## src/rtl/mux_rr_arbiter.sv

```systemverilog
// Round-robin arbiter sharing a 4:1 select datapath between four requesters.
// Grant tenure is bounded to MAX_HOLD cycles whenever another requester waits.
module mux_rr_arbiter #(
    parameter int unsigned WIDTH    = 8,
    parameter int unsigned MAX_HOLD = 4
) (
    input  logic             clk,
    input  logic             rst_n,
    input  logic [3:0]       req,
    input  logic [WIDTH-1:0] i0,
    input  logic [WIDTH-1:0] i1,
    input  logic [WIDTH-1:0] i2,
    input  logic [WIDTH-1:0] i3,
    output logic [3:0]       gnt,
    output logic             s1,
    output logic             s0,
    output logic [WIDTH-1:0] y,
    output logic             busy
);

    localparam int unsigned HW = (MAX_HOLD > 1) ? $clog2(MAX_HOLD) : 1;
    localparam logic [HW-1:0] HOLD_LAST = HW'(MAX_HOLD - 1);

    typedef enum logic [0:0] {StIdle, StGrant} state_e;

    state_e        state_q, state_d;
    logic [1:0]    sel_q, sel_d;
    logic [1:0]    ptr_q, ptr_d;
    logic [HW-1:0] hold_q, hold_d;
    logic [3:0]    gnt_q, gnt_d;
    logic [3:0]    others;
    logic [1:0]    idle_pick;
    logic [1:0]    next_owner;

    // First requester at or after 'from' in circular order.
    function automatic logic [1:0] pick(input logic [3:0] r, input logic [1:0] from);
        logic [1:0] k;
        logic [1:0] res;
        res = from;
        for (int j = 3; j >= 0; j--) begin
            k = from + 2'(j);
            if (r[k]) res = k;
        end
        return res;
    endfunction

    always_comb begin
        state_d    = state_q;
        sel_d      = sel_q;
        ptr_d      = ptr_q;
        hold_d     = hold_q;
        gnt_d      = gnt_q;
        others     = req & ~(4'b0001 << sel_q);
        idle_pick  = pick(req, ptr_q);
        next_owner = pick(others, sel_q + 2'd1);
        case (state_q)
            StIdle: begin
                if (|req) begin
                    state_d = StGrant;
                    sel_d   = idle_pick;
                    gnt_d   = 4'b0001 << idle_pick;
                    hold_d  = '0;
                end
            end
            StGrant: begin
                // Release wins over expiry when both happen on the same edge.
                if (!req[sel_q] || ((|others) && hold_q == HOLD_LAST)) begin
                    ptr_d  = sel_q + 2'd1;
                    hold_d = '0;
                    if (|others) begin
                        sel_d = next_owner;
                        gnt_d = 4'b0001 << next_owner;
                    end else begin
                        state_d = StIdle;
                        gnt_d   = '0;
                    end
                end else if (hold_q != HOLD_LAST) begin
                    hold_d = hold_q + 1'b1;
                end
            end
            default: begin
                state_d = StIdle;
                gnt_d   = '0;
            end
        endcase
    end

    always_ff @(posedge clk or negedge rst_n) begin
        if (!rst_n) begin
            state_q <= StIdle;
            sel_q   <= '0;
            ptr_q   <= '0;
            hold_q  <= '0;
            gnt_q   <= '0;
        end else begin
            state_q <= state_d;
            sel_q   <= sel_d;
            ptr_q   <= ptr_d;
            hold_q  <= hold_d;
            gnt_q   <= gnt_d;
        end
    end

    assign gnt  = gnt_q;
    assign s1   = sel_q[1];
    assign s0   = sel_q[0];
    assign busy = (state_q == StGrant);

    always_comb begin
        y = '0;
        if (busy) begin
            unique case (sel_q)
                2'd0: y = i0;
                2'd1: y = i1;
                2'd2: y = i2;
                2'd3: y = i3;
                default: y = '0;
            endcase
        end
    end

endmodule

```

## config.mk

```make
export PLATFORM = sky130hd
export DESIGN_NAME = mux_rr_arbiter
export DESIGN_NICKNAME = d
export VERILOG_FILES = /design/src/rtl/mux_rr_arbiter.sv
export SDC_FILE = /design/constraint.sdc
export NUM_CORES = 1
export LEC_CHECK = 0
export ABC_AREA = 1
export BUFFER_PORTS_ARGS = -buffer_cell sky130_fd_sc_hd__buf_4
export CORE_UTILIZATION = 25
export DETAILED_ROUTE_END_ITERATION = 7
export SYNTH_ARGS = -nofsm -noshare
export SYNTH_HDL_FRONTEND = slang
export SYNTH_SLANG_ARGS = --single-unit
```

## constraint.sdc

```tcl
create_clock -name clk -period 1.9 [get_ports clk]
set_clock_uncertainty 0.1 [all_clocks]
set_input_delay 0.19 -clock clk [delete_from_list [all_inputs] [get_ports clk]]
set_output_delay 0.19 -clock clk [all_outputs]
set_load 0.01 [all_outputs]
```

==> summary.txt <==
Die
  – Core area: 5110 um2
  – I/O Pins: 53
  – Die width: 74.8 um
  – Die footprint: 5600 um2
  – Vert. Die Dim: 74.8 um
  – Initial Util: between 20% and 30%
  – Row cnt: 26

Layout
  – Nets@finish: between 300 and 400
  – Ant. Diodes: 0
  – Filler cells: 554
  – Layout Cells excl Fill: 370
  – Share of cells above drive strength 1: about a third
  – Layout area overhead: 52.9%
  – Util after Layout: 39.7%

Timing
  – RSZ-0062 raised after global routing: true
  – Relative slew slack: approximately four fifths
  – Slew Viols, Final: 0
  – Setup violators final: 3
  – Fin. Hold Viols: 0
  – Final hold slack: 0.231 ns
  – Final worst-path cycle share: 101%
  – Setup ws final: -0.0162 ns
  – Worst Tran Pin Value: roughly 0.3 ns
  – TNS Setup: -0.0235 ns
  – Peak Freq: 522 MHz
  – Final min period: 1.92 ns

Detailed routing
  – DR pass1 iterations: 4
  – Vias: around 1700
  – Number of remaining DRC errors: 0
  – Post-DRT Antenna Nets: 0
  – Final wirelength: 3.95 mm
  – Vias/cell: ~4.5
  – WL per Instance: 10.7 um
  – DR iter-0 viols: 53

Power and ir drop
  – P_sw: 2040 uW
  – Leak: 0.00107 uW
  – Switching share of power: 51.1%
  – Combinational power share: 82.6%
  – Clock power frac: about 5.7%
  – P_int: 1950 uW
  – IR drop worst, VDD: ~0.00072 V
  – PD cells: 1970 nW/um2
  – Reg power frac: 11.7%

Global routing
  – Initial antenna violation count: 0
  – Vias in the first global route: about 1400
  – Global-route wire length before repair: 6.04 mm
  – Global route overflow: 0
  – Tot GR Track Use: 13.7%
  – Pin count of the biggest net entering global routing: 17

Logic synthesis
  – Post-synthesis mux area share: 0%
  – Synth Area per Inst: 5.71 um2
  – Synth Register Bits: 11
  – Post-Synth Simple-Gate Area: 43.2%
  – Synth cell types: 27
  – Synthesis Warnings: 0
  – Post-Synth Adder-Cell Area: 4.72%
  – Mapped Nets: 275
  – Compound-Gate Fraction of Synth Area: a little under a fifth
  – Mapped Area: 1330 um2
  – Post-Syn Instances: approximately 230
  – Post-Synth XOR/XNOR Area: ~1.3%
  – Seq/Total Area, Yosys: 20.8%
  – Largest family of logic cells by synthesized area: simple AND/OR/NAND/NOR gates

Clocking
  – CTS Buffer Depth: 2
  – CTS Buf Count: 3
  – Htree depth: 1
  – Clock root buffer: clkbuf_8
  – Skew-Pair Late Insertion Delay: 0.23 ns
  – Clk sinks: 11
  – Clock transition at the registers of the reported paths: approximately 0.050 ns
  – Clock tree from TritonCTS: done

Worst setup path
  – Slowest stage delay, CP: 0.43 ns
  – Crit. Startpoint: sel_q[0]
  – FF-to-FF Start: sel_q[0]
  – Crit path top cell by count: nand2_1
  – Crit path capture type: register
  – WP data required: 1.97 ns
  – Crit-path slowest cell: dfrtp_2
  – Critical path launch point type: register
  – CP cell instances: buf_4 -> ha_4 -> inv_1 -> nand2_1 -> nand4_2 -> inv_2 -> o21bai_4 -> nand2_2 -> nand2_4 -> o21ai_2 -> nand3b_1 -> nand2_1
  – Crit Path Category: register to register
  – Crit Path Max Fanout: 5
  – Arrival time of the worst setup path: between 1.5 and 2 ns

Placed design
  – Port Buffers: 52
  – Final RePlAce weighted congestion: 0.791
  – Dpl hpwl: 3.15 mm
  – Pre-CTS setup slack: -0.0468 ns
  – Placed cells: 360

Flow run
  – Max cap viols: 0

Status
  – Failing checks: setup timing
  – Run status: finished, violations left

Min path
  – Worst hold path type: input pin to async pin
==> critical path, delay by kind of cell, from the launching register on <==
kind                     cells  cell delay (ns)
AO/OA/AOI/OAI                2             0.22
adder cells (fa/ha/maj)      1             0.15
buffers and inverters        3             0.28
flip-flops                   1             0.43
AND/OR/NAND/NOR              6             0.67
==> routing by layer <==
| layer | up-vias | track usage (%) | share of wire [%] |
|---|---|---|---|
| met4 | 0 | 1.05 | 0.84 |
| met2 | 51 | 25.8 | 47 |
| met1 | 735 | 15.8 | 44 |
| li1 | 884 | - | - |
| met5 | - | 0 | 0 |
| met3 | 2 | 4.28 | 8.4 |
==> state kept, by name (all words and copies together) (netlist names) <==
signal,cells
busy,1
gnt,4
hold_q,2
ptr_q,2
sel_q,2
==> per-stage QoR <==
stage	total power, uW	cell area (um2)
floorplan	2660	1390
global placement	3570	1900
detailed placement	3580	1900
CTS	3880	1980
global route	4500	2030
finish	3990	2030
==> cell usage after synthesis (all sizes together) <==
master / count / area share, %
buf: 6 / 3.9
and2: 1 / 0.47
a31oi: 9 / 4.2
nand3: 22 / 8.3
dfrtp: 11 / 21
inv: 27 / 7.8
nand4: 2 / 1.4
nor2: 22 / 6.2
a21oi: 12 / 4.5
ha: 5 / 4.7
xor2: 1 / 0.66
clkbuf: 1 / 0.28
o21ai: 20 / 7.8
nand2: 89 / 26
o21bai: 2 / 1.4
nand3b: 1 / 0.57
xnor2: 1 / 0.66
==> cell type report <==
cell class / count / area, um2 / area share [%]
clock buffer: 4 / 45.0 / 2.22
multi-input combinational: 188 / 978 / 48.3
tap: 70 / 87.6 / 4.32
sequential: 11 / 278 / 13.7
inverter: 27 / 109 / 5.37
timing repair buffer: 70 / 528 / 26.1
==> placed cells by master (no fill, tap or decap), drive strengths merged, types with 4 or more instances in the layout <==
| master | instances |
|---|---|
| nand2 | 90 |
| buf | 69 |
| inv | 27 |
| nor2 | 22 |
| nand3 | 22 |
| o21ai | 20 |
| a21oi | 12 |
| dfrtp | 11 |
| a31oi | 9 |
| ha | 5 |
| clkbuf | 4 |
==> power by group through the flow <==
stage | Sequential, uW | Combinational, uW | Clock [uW]
floorplan | 508 | 2150 | 0
global placement | 487 | 3080 | 0
detailed placement | 495 | 3080 | 0
CTS | 480 | 3160 | 241
global route | 486 | 3760 | 257
finish | 466 | 3300 | 228
==> what timing repair did <==
item	4_1_cts	5_1_grt
setup endpoints to repair	5	8
hold endpoints to repair	11	0
resized for setup	1	8
setup buffers	2	2
hold buffers	1	0
cloned	0	1
pin swaps	5	1
==> path summary, 6_finish.rpt <==
path / endpoint / slack [ns] / depth (start not counted)
max: sel_q[1] / -0.02 / 12
min: hold_q[0] / 0.23 / 2
max reg2reg: sel_q[1] / -0.02 / 12
min reg2reg: hold_q[1] / 0.39 / 2
max in group asynchronous: sel_q[1] / 1.31 / 2
min in group clk: busy / 0.35 / 5
==> cells by family after synthesis <==
family,Yosys count
compound gates,43
xor+xnor,2
fa+ha+maj,5
buf+inv,34
flops,11
simple gates,137
Power figures use the tool's default switching activity.
